**config.mk**
```make
export PLATFORM = sky130hd
export DESIGN_NAME = dispatch_issue_ctrl
export DESIGN_NICKNAME = d
export VERILOG_FILES = /design/src/rtl/dispatch_issue_ctrl.sv
export SDC_FILE = /design/constraint.sdc
export NUM_CORES = 1
export LEC_CHECK = 0
export CAP_MARGIN = 20
export CORE_MARGIN = 1.5
export CORE_UTILIZATION = 30
export DETAILED_ROUTE_END_ITERATION = 8
export PLACE_DENSITY = 0.49
export SLEW_MARGIN = 20
export SYNTH_ARGS = -nofsm -noshare
export SYNTH_HDL_FRONTEND = slang
export SYNTH_SLANG_ARGS = --single-unit
```
**constraint.sdc**
```tcl
create_clock -name clock -period 5.6 [get_ports clock]
set_clock_uncertainty 0.05 [all_clocks]
set_input_delay 1.68 -clock clock [delete_from_list [all_inputs] [get_ports clock]]
set_output_delay 1.68 -clock clock [all_outputs]
set_load 0.1 [all_outputs]
```
**src/rtl/dispatch_issue_ctrl.sv**
```systemverilog
// Dispatch/issue controller: in-order instruction FIFO whose head issues only when its sources are free.
// Latency: two edges minimum (enqueue write edge, then registered issue edge); an entry is never bypassed.
// Backpressure: enq_ready = !full; the head holds on a RAW hazard, stall_in or flush.
module dispatch_issue_ctrl #(
  parameter int CORE  = 0,
  parameter int DEPTH = 8,
  localparam int AW   = $clog2(DEPTH)
) (
  input  logic          clock,
  input  logic          reset,
  input  logic          enq_valid,
  input  logic [31:0]   enq_instr,
  output logic          enq_ready,
  input  logic          id_valid,
  input  logic          exe_valid,
  input  logic          mem_valid,
  input  logic          wb_valid,
  input  logic [4:0]    id_dest,
  input  logic [4:0]    exe_dest,
  input  logic [4:0]    mem_dest,
  input  logic [4:0]    wb_dest,
  input  logic          stall_in,
  input  logic          flush,
  output logic          issue_valid,
  output logic [31:0]   issue_instr,
  output logic [AW:0]   count,
  output logic          full,
  output logic          empty,
  output logic [1:0]    state,
  output logic [15:0]   stall_cnt
);

  // The queue geometry relies on pointer wrap by truncation, so DEPTH must be a power of two.
  if (DEPTH < 2 || (DEPTH & (DEPTH - 1)) != 0 || CORE < 0) begin : g_param_err
    $error("dispatch_issue_ctrl: DEPTH must be a power of two >= 2 and CORE non-negative");
  end

  typedef enum logic [1:0] {
    ST_EMPTY = 2'd0,
    ST_READY = 2'd1,
    ST_STALL = 2'd2
  } state_t;

  localparam logic [AW:0] LP_FULL = DEPTH[AW:0];

  // Storage and registered state.
  logic [31:0]  r_mem [DEPTH];
  logic [AW-1:0] r_head;
  logic [AW-1:0] r_tail;
  logic [AW:0]  r_count;
  logic         r_issue_valid;
  logic [31:0]  r_issue_instr;
  logic [15:0]  r_stall_cnt;
  state_t       r_state;

  // Combinational helpers.
  logic [31:0]  w_head_instr;
  logic [31:0]  w_head_instr_nxt;
  logic         w_full;
  logic         w_not_empty;
  logic         w_hazard;
  logic         w_issue;
  logic         w_enq;
  logic         w_blocked_nxt;
  logic [AW-1:0] w_head_nxt;
  logic [AW-1:0] w_tail_nxt;
  logic [AW:0]  w_count_nxt;
  state_t       w_state_nxt;
  state_t       w_state_cur;

  // One source operand against one producer; x0 is never a dependency.
  function automatic logic f_src_haz(input logic [4:0] src,
                                     input logic       iss_vld,
                                     input logic [4:0] iss_rd);
    logic hit;
    hit = (id_valid  && (src == id_dest))  ||
          (exe_valid && (src == exe_dest)) ||
          (mem_valid && (src == mem_dest)) ||
          (wb_valid  && (src == wb_dest))  ||
          (iss_vld && (iss_rd != 5'd0) && (src == iss_rd));
    return (src != 5'd0) && hit;
  endfunction

  // rs1/rs2 are taken from fixed positions for every format; unused fields only cause extra stalls.
  function automatic logic f_blocked(input logic [31:0] instr,
                                     input logic        iss_vld,
                                     input logic [4:0]  iss_rd);
    return f_src_haz(instr[19:15], iss_vld, iss_rd) ||
           f_src_haz(instr[24:20], iss_vld, iss_rd);
  endfunction

  // Head decode, hazard check and handshake qualification.
  always_comb begin
    w_head_instr = r_mem[r_head];
    w_full       = (r_count == LP_FULL);
    // EMPTY state is held exactly when the count is zero, so it doubles as the occupancy flag.
    w_not_empty  = (r_state != ST_EMPTY);
    w_hazard     = f_blocked(w_head_instr, r_issue_valid, r_issue_instr[11:7]);
    w_issue      = w_not_empty && !w_hazard && !stall_in && !flush;
    w_enq        = enq_valid && !w_full && !flush;
  end

  // Pointer and occupancy update; flush discards everything including this cycle's enqueue.
  always_comb begin
    w_head_nxt  = r_head;
    w_tail_nxt  = r_tail;
    w_count_nxt = r_count;
    if (flush) begin
      w_head_nxt  = '0;
      w_tail_nxt  = '0;
      w_count_nxt = '0;
    end else begin
      if (w_issue) w_head_nxt = r_head + AW'(1);
      if (w_enq)   w_tail_nxt = r_tail + AW'(1);
      case ({w_enq, w_issue})
        2'b10:   w_count_nxt = r_count + 1'b1;
        2'b01:   w_count_nxt = r_count - 1'b1;
        default: w_count_nxt = r_count;
      endcase
    end
  end

  // Next-state: look at the entry that will sit at the head after this edge.
  always_comb begin
    w_head_instr_nxt = r_mem[w_head_nxt];
    // A lone entry written this edge is not in storage yet; take it straight from the port.
    if (w_enq && (w_head_nxt == r_tail)) w_head_instr_nxt = enq_instr;
    w_blocked_nxt = stall_in ||
                    f_blocked(w_head_instr_nxt, w_issue, w_head_instr[11:7]);
    w_state_nxt = ST_READY;
    if (w_count_nxt == '0)  w_state_nxt = ST_EMPTY;
    else if (w_blocked_nxt) w_state_nxt = ST_STALL;
  end

  // Reported state describes the present cycle: occupancy plus whether the head is held now.
  always_comb begin
    w_state_cur = ST_READY;
    if (r_count == '0)              w_state_cur = ST_EMPTY;
    else if (w_hazard || stall_in)  w_state_cur = ST_STALL;
  end

  // FSM state register.
  always_ff @(posedge clock or negedge reset) begin
    if (!reset) r_state <= ST_EMPTY;
    else        r_state <= w_state_nxt;
  end

  // Queue storage; contents are don't-care after reset because pointers and count restart.
  always_ff @(posedge clock) begin
    if (w_enq) r_mem[r_tail] <= enq_instr;
  end

  // Pointers, occupancy and the registered issue slot.
  always_ff @(posedge clock or negedge reset) begin
    if (!reset) begin
      r_head        <= '0;
      r_tail        <= '0;
      r_count       <= '0;
      r_issue_valid <= 1'b0;
      r_issue_instr <= '0;
    end else begin
      r_head        <= w_head_nxt;
      r_tail        <= w_tail_nxt;
      r_count       <= w_count_nxt;
      r_issue_valid <= w_issue;
      if (w_issue) r_issue_instr <= w_head_instr;
    end
  end

  // Saturating count of edges where work was waiting but nothing issued.
  always_ff @(posedge clock or negedge reset) begin
    if (!reset) begin
      r_stall_cnt <= '0;
    end else if (w_not_empty && !w_issue && (r_stall_cnt != 16'hFFFF)) begin
      r_stall_cnt <= r_stall_cnt + 16'd1;
    end
  end

  assign enq_ready   = !w_full;
  assign issue_valid = r_issue_valid;
  assign issue_instr = r_issue_instr;
  assign count       = r_count;
  assign full        = w_full;
  assign empty       = (r_count == '0);
  assign state       = w_state_cur;
  assign stall_cnt   = r_stall_cnt;

endmodule

```
# ---- Word level (Yosys, flattened, before mapping)
# Memories as Yosys holds them, arrays and structs flattened.
# Cells that the tools add are included.
dict set report word_totals {
  latchBits 0
  memories 1
  ramBits 256
  ff_bits 61
  mem_bits_ro 0
  output_inout_bits 58
  elab_cells 120
}
dict set report op_classes {
  n_lt_le_gt_ge 0
  div_mod_pow 0
  shifts 0
  bitwise_logic 0
  reduce_logical 69
  n_mux 13
  addsub 5
  n_mul 0
  eq_ne 25
}
# memory depth width read_ports rd_ports_with_merged_regs wr line
set memory_table {}
lappend memory_table {r_mem 8 32 2 0 1 47} ;# logic [31:0] r_mem [DEPTH];
# cell count
set op_table {}
lappend op_table {{$eq 5x5->1} 20}
lappend op_table {{$logic_and 1x1->1} 34}
lappend op_table {{$reduce_bool 5->1} 6}
lappend op_table {{$mux 25} 1}
lappend op_table {{$logic_or 1x1->1} 20}
lappend op_table {{$add 16x1->16 const B} 1}
lappend op_table {{$ne 16x16->1 const B} 1}
lappend op_table {{$mux 3} 4}
lappend op_table {{$logic_not 4->1} 2}
lappend op_table {{$mux 2} 4}
lappend op_table {{$pmux 4 s2} 1}
lappend op_table {{$add 3x1->3 const B} 2}
lappend op_table {{$logic_not 1->1} 5}
lappend op_table {{$add 4x1->4 const B} 1}
lappend op_table {{$eq 4x4->1 const B} 1}
lappend op_table {{$mux 4} 1}
lappend op_table {{$reduce_bool 2->1} 2}
lappend op_table {{$sub 4x1->4 const B} 1}
lappend op_table {{$eq 3x3->1} 1}
lappend op_table {{$eq 2x1->1 const B} 1}
lappend op_table {{$eq 2x2->1 const B} 1}
lappend op_table {{$mux 1} 2}

# ---- Logic depth before layout (Yosys ltp)
# An unclocked memory read counts as a cell.
dict set report logic_depth {
  depth_word 29
  mapped_depth 27
  mapped_depth_nobuf 19
}

# ---- Worst setup path after synthesis
# Ideal clock, no wire load.
dict set report synth_timing {
  kind {register to output}
  start {reg r_count[1], in the netlist count[1]}
  end {out state[0]}
  path_stages_with_launch 3
  slack_ps -1923
  t_arrival_ps 5793
  cell_sequence {dfrtp_1 nor4_1 nor3_1}
}
dict set report synth_via {
  elab_chain_cells 2
}
# item line
set synth_lines {}
lappend synth_lines {{start: declaration} 50} ;# logic [AW:0] r_count;
lappend synth_lines {{start signal: assignment} 164} ;# r_count <= w_count_nxt;
lappend synth_lines {{$logic_not 4->1} n/a}
lappend synth_lines {{named net empty} 28} ;# output logic empty,
lappend synth_lines {{$mux 2} 138} ;# if (r_count == '0) w_state_cur = ST_EMPTY;
lappend synth_lines {{end: declaration} 29} ;# output logic [1:0] state,
# The timed path passes the listed nets, and every way through them passes these cells.

# ---- Worst setup path after layout
dict set report layout_timing {
  start {in wb_dest[3]}
  end {reg r_state[1]}
}
dict set report layout_via {
  elab_chain_cells 26
  elab_cells_between_ends 63
  classes_between {eq/ne: 15; mux: 7; reduce/logical: 40; memory: 1}
}
# item line
set layout_lines {}
lappend layout_lines {{start: declaration} 21} ;# input logic [4:0] wb_dest,
lappend layout_lines {{branches (longest 25 deep; another with $eq 5x5->1)} n/a}
lappend layout_lines {{$mux 2 *} 131} ;# if (w_count_nxt == '0) w_state_nxt = ST_EMPTY;
lappend layout_lines {{named net w_state_nxt[1]} 68} ;# state_t w_state_nxt;
lappend layout_lines {{end signal: assignment} 145} ;# else r_state <= w_state_nxt;
lappend layout_lines {{end: declaration} 54} ;# state_t r_state;
# Mark *: on every way through the listed nets, which the timed path passes.
# A chain may end at the register's enable or synchronous reset.

==> results by group <==
Status
  – Outcome: completed

Finish
  – Share of layout cells above drive strength 1: 25.7%
  – Most frequent cells in the layout: edfxtp_1, buf_4, nand2_1, clkdlybuf4s50_1, nor2_1
  – Commonest non-fill, non-tap cell in the layout: edfxtp_1
  – Area Growth Syn to Fin: 31.2%
  – Layout Nets: 1506

Pwr
  – Max VDD drop: 0.218 mV
  – Total power divided by cell area: 410 nW/µm²
  – Leak pwr: 0.00729 µW

Die
  – Die Area: 53300 µm²
  – Boundary pin count: 119
  – Placeable Area: 51300 µm²
  – Starting Density: 30.3%
  – Die X-Extent: 231 µm
  – Placement Rows: 83
  – Die height: 231 µm

Placed design
  – RePlAce Congestion: 0.926
  – Dpl ws: -0.545 ns
  – Detail Placement HPWL: 32200 µm
  – Number of port buffers: 118

Drt
  – Avg WL per Cell: 22.3 µm
  – Vias/cell: 5.17
  – 1st-iter DRT viols: 840
  – DRT antenna net count: 0
  – First-pass DRT Iterations: 5
  – Final wirelength: 47900 µm
  – Via count: 11097
  – DR DRC count: 0

Critical path
  – Worst setup path class: primary input to flip-flop
  – CP Launch Type: primary input
  – Crit-path max FO: 10
  – Flop2flop setup slack: 0.20 ns
  – CP required: 6.02 ns
  – Worst EP arrival: 5.88 ns
  – Setup crit end kind: flip-flop

Logic synthesis
  – EDFF count, synth: 256
  – Synth top area share: 49.4%
  – Synth cell types: 89
  – #FFs+latches synth: 317
  – Synth Instances: 1151
  – Asr flop ratio synth: 19.2%
  – Synth warn: 0
  – Register area share after synthesis: 59.2%
  – Syn Nets: 1219
  – Top_reg_cell synth: edfxtp_1
  – Post-synth top area cell: edfxtp_1
  – Post-synthesis average cell area: 13.5 µm²
  – Synth area leaders: edfxtp_1, dfrtp_1, mux4_2
  – Synthesized area: 15600 µm²

GRT
  – Initial antenna violation count: 3
  – Global route total overflow: 0
  – M3 GR Usage: 3.00%
  – First-pass GRT wire length: 69600 µm
  – Largest net degree at the start of global routing: 62
  – GR Util met2: 28.5%
  – Vias in the first global route: 10849
  – GRT Total Usage: 17.6%
  – Global route hottest layer: met2
  – Met1 usage: 23.8%

Min path
  – Hold WC Path Type: flip-flop to flip-flop

Clock network
  – TritonCTS clock tree: built
  – Clock Latency Late Sink: 0.53 ns
  – CTS Sinks: 317
  – Clock transition at the registers of the reported paths: 0.06 ns
  – TritonCTS Buffers: 36
  – H-tree levels: 2
  – Clock Path Buffers: 3
  – Root buf cell: clkbuf_16

Timing
  – Final Hold Fails: 0
  – Setup ws final: 0.139 ns
  – Slew HR: 25.9%
  – Final period util: 97.5%
  – Maximum clock frequency: 183 MHz
  – Max Slew Vio Count: 0
  – Worst-Margin Slew: 1.11 ns
  – # setup viols final: 0
  – Period minus WS final: 5.46 ns
  – Hold WS: 0.426 ns

Flow run
  – Max cap viols: 0
-- layer usage --
metal,share of wire (%),up-vias,wire length [µm]
met3,6.2,97,2980
met1,45,5572,21400
met5,0.077,-,37
li1,-,5057,-
met2,46,365,22000
met4,3.0,6,1420
-- critical path, cell delays in order --
cell	delay, ns
dlygate4sd2_1	0.39
nor3_1	0.11
nand4b_1	0.27
nor4_4	0.37
nor4_4	0.07
a21o_1	0.22
buf_12	0.15
and3_4	0.16
nor2_4	0.14
clkinv_4	0.11
buf_12	0.14
buf_4	0.15
a21oi_1	0.17
a221oi_2	0.07
buf_4	0.16
o31ai_4	0.31
xor2_1	0.22
nand3_1	0.09
or4_1	0.39
and3_4	0.20
a21oi_4	0.16
o21a_1	0.12
-- cells by family (layout without fill, tap and decap cells) --
| group | after synthesis | after routing | share of synthesized area [%] |
|---|---|---|---|
| AND/OR/NAND/NOR | 341 | 341 | 11.2 |
| flip-flops | 317 | 317 | 59.2 |
| AO/OA/AOI/OAI | 217 | 217 | 10.6 |
| multiplexers | 110 | 110 | 10.7 |
| XOR/XNOR | 84 | 84 | 4.93 |
| buffers and inverters | 75 | 389 | 2.77 |
| adder cells (fa/ha/maj) | 7 | 7 | 0.611 |
| other | 0 | 1 | 0 |
-- cell type report --
class	count	area [µm²]
diodes	1	2.50
clock buffers	50	995
clock inverters	15	199
fillers	4872	30900
inverters	20	82.6
multi-input cells	759	6240
flip-flops and latches	317	9220
well taps	680	851
repair buffers	304	2830
-- power breakdown --
group / switching [µW] / internal [µW]
logic: 2050 / 1040
clock network: 942 / 1440
registers: 168 / 2730
total: 3160 / 5200
-- cells in the mapped netlist (23+ instances only) --
master and instances:
edfxtp_1 256, nand2_1 100, nor2_1 63, dfrtp_1 61, mux2i_1 59, o21ai_0 56
xnor2_1 47, mux4_2 44, xor2_1 35, nor3_1 33, or3_1 31, nand3_1 28
a21oi_1 23
-- state kept, by name, summed over array words and instances (netlist names) --
register and flops:
issue_valid 1, r_state 2, stall_cnt 16, r_head 3, r_mem 256, count 4, issue_instr 32, r_tail 3
-- path summary, 6_finish.rpt --
path | from | end | depth (start not counted)
worst max-delay path | wb_dest[3] | r_state[1]$_DFF_PN0_ | 22
worst min-delay path | issue_instr[22]$_DFFE_PN0P_ | issue_instr[22]$_DFFE_PN0P_ | 2
worst max register to register | r_head[2]$_DFF_PN0_ | r_state[1]$_DFF_PN0_ | 25
worst min register to register | issue_instr[22]$_DFFE_PN0P_ | issue_instr[22]$_DFFE_PN0P_ | 2
max in group asynchronous | reset | r_head[0]$_DFF_PN0_ | 1
min in group asynchronous | reset | issue_instr[20]$_DFFE_PN0P_ | 1
-- through the flow --
stage	TNS, ns	power [µW]	area (µm²)	cells	util, %
6_report	0	8370	20400	2146	39.8
5_1_grt	-0.0161	8680	20400	2145	39.8
4_1_cts	0	8330	19900	2118	38.8
3_5_place_dp	-1.43	5920	18700	2052	36.4
3_3_place_gp	-1.45	5910	18700	2052	36.4
2_1_floorplan	-0.812	4980	15600	1151	-
-- timing repair --
action | 4_1_cts | 5_1_grt
setup endpoints to repair | 4 | 4
pin swaps | 2 | 41
hold buffers | 0 | 0
setup buffers | 1 | 27
resized for setup | 5 | 60
(Power assumes the default switching activity.)
